[config.mk]
export PLATFORM = sky130hd
export DESIGN_NAME = wb_writer_flat
export DESIGN_NICKNAME = d
export VERILOG_FILES = /design/src/rtl/wb_writer_if.sv /design/src/rtl/wb_writer.sv /design/src/flat_wrapper.sv
export SDC_FILE = /design/constraint.sdc
export NUM_CORES = 1
export LEC_CHECK = 0
export CORE_MARGIN = 3
export CORE_UTILIZATION = 50
export CTS_CLUSTER_DIAMETER = 150
export CTS_CLUSTER_SIZE = 16
export DETAILED_ROUTE_END_ITERATION = 8
export DONT_BUFFER_PORTS = 1
export PLACE_DENSITY = 0.74
export SLEW_MARGIN = 10
export SYNTH_ARGS = -nofsm -noshare
export SYNTH_HDL_FRONTEND = slang
export SYNTH_SLANG_ARGS = --single-unit
[constraint.sdc]
create_clock -name clk -period 3.81 [get_ports clk]
set_input_delay 0.762 -clock clk [delete_from_list [all_inputs] [get_ports clk]]
set_output_delay 0.762 -clock clk [all_outputs]
set_load 0.01 [all_outputs]
[src/rtl/wb_writer_if.sv]
// wb_writer_if: pipeline, load-return, decode and register-file write signals of wb_writer
interface wb_writer_if #(parameter int LQ_DEPTH = 4);
  localparam int LQ_AW = $clog2(LQ_DEPTH);
  logic              alu_valid;
  logic [4:0]        alu_rd;
  logic [31:0]       alu_data;
  logic              ld_issue;
  logic [4:0]        ld_issue_rd;
  logic              ld_rsp_valid;
  logic              ld_rsp_ready;
  logic [4:0]        ld_rsp_rd;
  logic [31:0]       ld_rsp_data;
  logic [4:0]        dec_rs1;
  logic [4:0]        dec_rs2;
  logic [4:0]        dec_rd;
  logic              rs_stall;
  logic              wb_stall;
  logic              wb_en;
  logic [4:0]        wb_rd;
  logic [31:0]       wb_data;
  logic [LQ_AW:0]    lq_count;
  modport master (
    output alu_valid, alu_rd, alu_data, ld_issue, ld_issue_rd,
           ld_rsp_valid, ld_rsp_rd, ld_rsp_data, dec_rs1, dec_rs2, dec_rd,
    input  ld_rsp_ready, rs_stall, wb_stall, wb_en, wb_rd, wb_data, lq_count
  );
  modport slave (
    input  alu_valid, alu_rd, alu_data, ld_issue, ld_issue_rd,
           ld_rsp_valid, ld_rsp_rd, ld_rsp_data, dec_rs1, dec_rs2, dec_rd,
    output ld_rsp_ready, rs_stall, wb_stall, wb_en, wb_rd, wb_data, lq_count
  );
endinterface

[src/rtl/wb_writer.sv]
// wb_writer: merges ALU results and FIFO-buffered load returns into the register-file write port; WB_STARVE_GUARD_EN lets a full FIFO pre-empt the ALU
module wb_writer #(parameter int LQ_DEPTH = 4) (
  input  logic         clk,
  input  logic         rst,
  wb_writer_if.slave   bus
);
  localparam int LQ_AW = $clog2(LQ_DEPTH);
  localparam logic [LQ_AW:0] FULL = (LQ_AW+1)'(LQ_DEPTH);
  logic [4:0]       q_rd   [LQ_DEPTH];
  logic [31:0]      q_data [LQ_DEPTH];
  logic [LQ_AW-1:0] wp, rp;
  logic [LQ_AW:0]   cnt;
  logic [31:0]      pend;
  logic             wb_en, wb_is_ld;
  logic [4:0]       wb_rd;
  logic [31:0]      wb_data;
  logic             ready, push, pop, sel_alu, sel, stall;
  logic [4:0]       sel_rd;
  logic [31:0]      sel_data;
  assign ready    = cnt != FULL;
  assign push     = bus.ld_rsp_valid && ready;
`ifdef WB_STARVE_GUARD_EN
  assign stall    = !ready && bus.ld_rsp_valid;
`else
  assign stall    = 1'b0;
`endif
  assign sel_alu  = bus.alu_valid && !stall;
  assign pop      = !sel_alu && cnt != '0;
  assign sel      = sel_alu || pop;
  assign sel_rd   = sel_alu ? bus.alu_rd : q_rd[rp];
  assign sel_data = sel_alu ? bus.alu_data : q_data[rp];
  assign bus.ld_rsp_ready = ready;
  assign bus.wb_stall     = stall;
  assign bus.lq_count     = cnt;
  assign bus.wb_en        = wb_en;
  assign bus.wb_rd        = wb_rd;
  assign bus.wb_data      = wb_data;
  assign bus.rs_stall     = pend[bus.dec_rs1] | pend[bus.dec_rs2] | pend[bus.dec_rd];
  // load-return storage; contents are don't-care until pushed
  always_ff @(posedge clk) begin
    if (push) begin
      q_rd[wp]   <= bus.ld_rsp_rd;
      q_data[wp] <= bus.ld_rsp_data;
    end
  end
  // FIFO pointers, registered write port and pending scoreboard (set beats clear)
  always_ff @(posedge clk or posedge rst) begin
    if (rst) begin
      wp       <= '0;
      rp       <= '0;
      cnt      <= '0;
      wb_en    <= 1'b0;
      wb_is_ld <= 1'b0;
      wb_rd    <= '0;
      wb_data  <= '0;
      pend     <= '0;
    end else begin
      wp       <= wp + LQ_AW'(push);
      rp       <= rp + LQ_AW'(pop);
      cnt      <= cnt + (LQ_AW+1)'(push) - (LQ_AW+1)'(pop);
      wb_en    <= sel && sel_rd != '0;
      wb_is_ld <= pop;
      if (sel) begin
        wb_rd   <= sel_rd;
        wb_data <= sel_data;
      end
      if (wb_en && wb_is_ld) pend[wb_rd] <= 1'b0;
      if (bus.ld_issue && bus.ld_issue_rd != '0) pend[bus.ld_issue_rd] <= 1'b1;
    end
  end
endmodule

[src/flat_wrapper.sv]
// flat-port wrapper written by rule: the top's interface ports become plain ports
module wb_writer_flat 
#(parameter int LQ_DEPTH = 4)
  (clk, rst, bus_alu_valid, bus_alu_rd, bus_alu_data, bus_ld_issue, bus_ld_issue_rd, bus_ld_rsp_valid, bus_ld_rsp_rd, bus_ld_rsp_data, bus_dec_rs1, bus_dec_rs2, bus_dec_rd, bus_ld_rsp_ready, bus_rs_stall, bus_wb_stall, bus_wb_en, bus_wb_rd, bus_wb_data, bus_lq_count);
  wb_writer_if #(.LQ_DEPTH(LQ_DEPTH)) bus_i ();
  input  logic clk;
  input  logic rst;
  input wire logic [$bits(bus_i.alu_valid)-1:0] bus_alu_valid;
  input wire logic [$bits(bus_i.alu_rd)-1:0] bus_alu_rd;
  input wire logic [$bits(bus_i.alu_data)-1:0] bus_alu_data;
  input wire logic [$bits(bus_i.ld_issue)-1:0] bus_ld_issue;
  input wire logic [$bits(bus_i.ld_issue_rd)-1:0] bus_ld_issue_rd;
  input wire logic [$bits(bus_i.ld_rsp_valid)-1:0] bus_ld_rsp_valid;
  input wire logic [$bits(bus_i.ld_rsp_rd)-1:0] bus_ld_rsp_rd;
  input wire logic [$bits(bus_i.ld_rsp_data)-1:0] bus_ld_rsp_data;
  input wire logic [$bits(bus_i.dec_rs1)-1:0] bus_dec_rs1;
  input wire logic [$bits(bus_i.dec_rs2)-1:0] bus_dec_rs2;
  input wire logic [$bits(bus_i.dec_rd)-1:0] bus_dec_rd;
  output wire logic [$bits(bus_i.ld_rsp_ready)-1:0] bus_ld_rsp_ready;
  output wire logic [$bits(bus_i.rs_stall)-1:0] bus_rs_stall;
  output wire logic [$bits(bus_i.wb_stall)-1:0] bus_wb_stall;
  output wire logic [$bits(bus_i.wb_en)-1:0] bus_wb_en;
  output wire logic [$bits(bus_i.wb_rd)-1:0] bus_wb_rd;
  output wire logic [$bits(bus_i.wb_data)-1:0] bus_wb_data;
  output wire logic [$bits(bus_i.lq_count)-1:0] bus_lq_count;
  assign bus_i.alu_valid = bus_alu_valid;
  assign bus_i.alu_rd = bus_alu_rd;
  assign bus_i.alu_data = bus_alu_data;
  assign bus_i.ld_issue = bus_ld_issue;
  assign bus_i.ld_issue_rd = bus_ld_issue_rd;
  assign bus_i.ld_rsp_valid = bus_ld_rsp_valid;
  assign bus_i.ld_rsp_rd = bus_ld_rsp_rd;
  assign bus_i.ld_rsp_data = bus_ld_rsp_data;
  assign bus_i.dec_rs1 = bus_dec_rs1;
  assign bus_i.dec_rs2 = bus_dec_rs2;
  assign bus_i.dec_rd = bus_dec_rd;
  assign bus_ld_rsp_ready = bus_i.ld_rsp_ready;
  assign bus_rs_stall = bus_i.rs_stall;
  assign bus_wb_stall = bus_i.wb_stall;
  assign bus_wb_en = bus_i.wb_en;
  assign bus_wb_rd = bus_i.wb_rd;
  assign bus_wb_data = bus_i.wb_data;
  assign bus_lq_count = bus_i.lq_count;
  wb_writer #(.LQ_DEPTH(LQ_DEPTH)) u_core (.clk(clk), .rst(rst), .bus(bus_i));
endmodule
# == Word-level counts from Yosys, hierarchy flattened ==
# Memories as Yosys holds them, arrays and structs flattened.
# Index checks and enable logic that the tools add are counted.
# totals
ram_bits,148
n_memories,2
input_bits,99
output_inout_bits,44
regBits,78
# op_classes
bitwise_logic,5
addsub,4
n_eq_ne,1
order_cmp,7
n_reduce_logical,12
mux,16
# memory_table
name,depth,word_bits,read_ports,rd_clocked_by_memory_dff,write_ports,line_no,rtl
u_core.q_data,4,32,1,0,1,wb_writer.sv:10,logic [31:0] q_data [LQ_DEPTH];
u_core.q_rd,4,5,1,0,1,wb_writer.sv:9,logic [4:0] q_rd [LQ_DEPTH];
# ops
cell,n
2-to-1 mux 32 bit,3
AND 32 bit,1
inverter 32 bit,1
bitwise OR 32 bit,1
"< comparator 5 x 6 -> 1 bit, second input constant",5
binary-select mux 1 bit (select 5 bit),3
demux 1 bit (select 5 bit),2
"greater-or-equal comparator 5 x 1 -> 1 bit, second input constant",2
nonzero test 5 bit,2
logical AND 1 bit,7
2-to-1 mux 1 bit,7
2-to-1 mux 5 bit,1
adder 2 x 1 -> 2 bit,2
adder 3 x 1 -> 3 bit,1
"inequality test 3 bit, second input constant",1
nonzero test 3 bit,1
subtractor 3 x 1 -> 3 bit,1
bitwise OR 1 bit,2
logical NOT 1 bit,1
logical OR 1 bit,1

# == Depth between registers and ports, before layout ==
# depth
word_depth,9
ltp_mapped,9
mapped_depth_nobuf,9

# == Worst setup path after synthesis ==
# Ideal clock, no wire load.
# synth_path
kind,input-to-reg
start,in bus_ld_rsp_valid
end,mem u_core.q_data[1][0] (enable)
path_slack_ns,-0.270
path_buffers,0
required_ns,3.325
t_arrival_ns,3.595
path_stages,2
cell_sequence,nand2_1 -> nor3b_1
# synth_between
elab_chain_len,3
# synth_rtl
element,line_no,rtl
from (decl),flat_wrapper.sv:13,input wire logic [$bits(bus_i.ld_rsp_valid)-1:0] bus_ld_rsp_valid;
logical AND 1 bit,wb_writer.sv:21,assign push = bus.ld_rsp_valid && ready;
2-to-1 mux 1 bit,wb_writer.sv:41,if (push) begin
2-to-1 mux 1 bit (implied by the code),wb_writer.sv:43,q_data[wp] <= bus.ld_rsp_data;
to (decl),wb_writer.sv:10,
# Every way passes these cells.

# == Worst setup path after layout ==
# layout_path
start,reg u_core.pend[19]
end,out bus_rs_stall
# layout_between
elab_chain_len,4
# layout_rtl
element,line_no,rtl
from (decl),wb_writer.sv:13,logic [31:0] pend;
from (signal assigned),wb_writer.sv:56,pend <= '0;
"from (signal, indexed assignment)",wb_writer.sv:67,if (wb_en && wb_is_ld) pend[wb_rd] <= 1'b0;
"from (signal, indexed assignment)",wb_writer.sv:68,if (bus.ld_issue && bus.ld_issue_rd != '0) pend[bus.ld_issue_rd] <= 1'b1;
binary-select mux 1 bit (select 5 bit),wb_writer.sv:38,assign bus.rs_stall = pend[bus.dec_rs1] | pend[bus.dec_rs2] | pend[bus.dec_rd];
2-to-1 mux 1 bit (implied by the code),wb_writer.sv:38,
bitwise OR 1 bit,wb_writer.sv:38,
bitwise OR 1 bit (*),wb_writer.sv:38,
to (decl),flat_wrapper.sv:20,output wire logic [$bits(bus_i.rs_stall)-1:0] bus_rs_stall;
# Mark *: on every way between the ends. The rest lies on a longest branch, timed or not. The select of a mux whose other input is x is not followed.

==> flow_summary_export.csv <==
group,metric,value,unit
status,run_status,"completed",
setup_path,r2r_end,"u_core.q_data[3][0]",
synthesis,async_flop_share,34.5,%
sta,fin_skew,13.3,ps
grt,antenna_found_initial,0,
synthesis,synth_top_flop_cell,"edfxtp_1",
setup_path,r2r_cells,5,
pwr,clockPowerShare,22.6,%
clock_network,h-tree-depth,1,
clock_network,clk_pin_slew,70,ps
synthesis,seq_area_frac_synth,66.3,%
pwr,combPwrFrac,23.3,%
pwr,seq_power_share,54.0,%
synthesis,syn_area,0.00965,mm2
synthesis,synth_largest_area_cell,"edfxtp_1",
sta,setup_violations,0,
clock_network,cts_buffers,18,
setup_path,crit_family,"multiplexers",
pwr,vdd_drop_max,0.502,mV
finish,stdcell_area,0.0105,mm2
route,drtIter0Drc,286,
grt,grt_pass1_wl,33100,um
clock_network,cts_tree,"done",
synthesis,synth_nets,730,
synthesis,yosys.area.top_type_share,46.1,%
pwr,p_int,5.22,mW
place,globalplace.congestion,0.905,
setup_path,worstPathCellList,"mux4_1 > mux2_2 > nand3b_1 > o31ai_1 > or4_1",
place,place_area,0.00993,mm2
die,io_pins,143,
clock_network,clock-sinks,226,
sta,timing.hold.ws,154,ps
pwr,p_total,7.70,mW
sta,slew_violations,0,
route,vias,5386,
synthesis,syn-mean-instance-area,15.4,um2
setup_path,cp-start-kind,"flip-flop",
job,cap_violations,0,
finish,multiInputGateArea,0.00312,mm2
sta,final_hold_viol_count,0,
sta,period_minus_slack,3190,ps
grt,grt_overflow,0,
sta,max_freq,0.313,GHz
pwr,power_leakage,3.64,nW
setup_path,critical_path_class,"flip-flop to output port",
clock_network,ctsRootBufferMaster,"clkbuf_16",
sta,rsz0062_at_grt,"false",
place,dp_slack,737,ps
synthesis,yosysMostFrequentCell,"edfxtp_1",
sta,setup_tns,0,ps
synthesis,synthTopCellsByCount,"edfxtp_1 (148), dfrtp_1 (78), mux2i_1 (66)",
route,viasPerCell,6.02,
sta,worstMarginPinSlew,1000,ps
place,port-buffer-count,0,
die,num_rows,50,
sta,timing.final.crit_share,83.8,%
grt,grt_use_total,19.9,%
synthesis,synth_seq_cells,226,
route,postRouteAntennaNets,0,
finish,nFillCells,1442,
setup_path,path_depth,5,
sta,final.setup.worst_slack,618,ps
route,drc,0,
synthesis,ys_types,49,
clock_network,postCtsHoldBufs,0,
die,initial_core_util,51.2,%
die,die_y,145,um
synthesis,synth_edf_count,148,
clock_network,ctsResizeCount,0,
finish,areaGrowthSynthToFinish,8.45,%
finish,diodes,0,
setup_path,crit_buf_inv,0,
pwr,p_switching,2.48,mW
setup_path,cp-startpoint,"u_core.pend[19]",
setup_path,slowest_stage,"or4_1",
die,die_area,0.0210,mm2
clock_network,clock_path_buffers,3,
clock_network,post_cts_buffers,0,
sta,relSlewSlack,33.1,%
synthesis,syn_inst,628,
setup_path,crit_arrival,2430,ps
route,drt_pre_antenna_iters,4,
clock_network,clk_latency,470,ps
setup_path,reg2reg_slack,1420,ps
pwr,p_per_area,736,mW/mm2
die,die_w,145,um
finish,drive_gt1_share,12.9,%
route,wl,20800,um
setup_path,crit_path_end,"bus_rs_stall",
place,dp.final_hpwl,14100,um
synthesis,synth_area_leaders,"edfxtp_1 (46%), dfrtp_1 (20%), mux4_2 (9.8%)",
grt,grt_max_degree,62,
finish,register_area,0.00640,mm2
grt,grt_pass1_vias,5835,
hold_path,hold_path_class,"input pin to asynchronous set/reset pin",
synthesis,yosysWarningCount,0,
setup_path,endpoint_kind,"output port",
setup_path,cp_max_fo,4,
finish,nets,725,
setup_path,cpPeakStageDelay,600,ps
setup_path,cp.required,3050,ps
die,core_area,0.0188,mm2
route,routedWlPerCell,23.2,um
pwr,p_sw_share,32.2,%
setup_path,reg2reg_from,"u_core.bus.lq_count[1]",
flip-flops by register name, summed over array words and instances, names as in the netlist:
| signal | count |
|---|---|
| u_core.bus.wb_rd | 5 |
| u_core.wp | 2 |
| u_core.rp | 2 |
| u_core.bus.lq_count | 3 |
| u_core.bus.wb_en | 1 |
| u_core.bus.wb_data | 32 |
| u_core.q_data | 128 |
| u_core.q_rd | 20 |
| u_core.pend | 32 |
| u_core.wb_is_ld | 1 |
per-stage QoR:
stage / std cells / util [%]
floorplan: 628 / -
global placement: 863 / 52.7
detailed placement: 863 / 52.7
CTS: 895 / 55.6
global route: 895 / 55.6
finish: 895 / 55.6
cell usage in the layout (no fill, tap or decap), types with 5 or more instances in the layout:
cell type,Yosys,layout
edfxtp_1,148,148
dfrtp_1,78,76
mux2i_1,66,66
o21ai_0,57,57
nand2_1,48,48
mux4_2,42,42
o21ai_1,37,37
clkbuf_16,0,19
nor2_1,16,15
clkbuf_1,18,12
nand3_1,11,11
nand3b_1,10,10
a21oi_1,9,9
buf_4,1,8
a22oi_1,6,6
nand2b_1,5,5
inv_1,6,5
routing by layer:
metal | vias to the layer above | wire length (um) | track usage [%]
met5 | - | 0 | 0
met4 | 0 | 305 | 4.85
met3 | 25 | 2020 | 7.56
met2 | 184 | 10400 | 33.8
met1 | 2752 | 8070 | 24.4
li1 | 2425 | - | -
cell families (layout without fill, tap and decap cells):
family | Yosys count | count (layout) | share of synthesized area, %
muxes | 115 | 115 | 18.1
AOI/OAI and AO/OA | 123 | 123 | 6.91
other | 1 | 1 | 0.0389
DFF | 226 | 226 | 66.3
xor gates and xnor gates | 5 | 5 | 0.454
buffers and inverters | 39 | 46 | 1.76
and+or+nand+nor | 116 | 116 | 5.99
adders and majority gates | 3 | 3 | 0.467
layout make-up:
| cell class | count | area share [%] |
|---|---|---|
| clock buffer | 31 | 4.97 |
| timing repair buffer | 8 | 0.574 |
| tap | 260 | 3.11 |
| inverter | 6 | 0.227 |
| multi-input combinational | 363 | 29.8 |
| sequential | 226 | 61.1 |
| clock inverter | 1 | 0.155 |
power by group through the flow:
stage | logic (mW) | clock network [mW] | registers [mW]
6_report | 1.80 | 1.74 | 4.16
2_1_floorplan | 1.56 | 0 | 3.83
4_1_cts | 1.83 | 1.78 | 4.17
5_1_grt | 1.99 | 1.87 | 4.26
3_3_place_gp | 1.77 | 0 | 4.17
3_5_place_dp | 1.82 | 0 | 4.21
worst min path at each step:
stage	to	cells past startpoint	slack, ps	startpoint
after floorplan	u_core.pend[17]	2	490	u_core.pend[17]
after CTS	u_core.pend[2]	1	150	rst
after global routing	u_core.bus.wb_data[5]	1	160	rst
final	u_core.pend[0]	1	150	rst
after global placement	u_core.pend[18]	2	520	u_core.pend[18]
after detailed placement	u_core.bus.wb_data[0]	2	550	u_core.bus.wb_data[0]
Power figures use the tool's default switching activity.
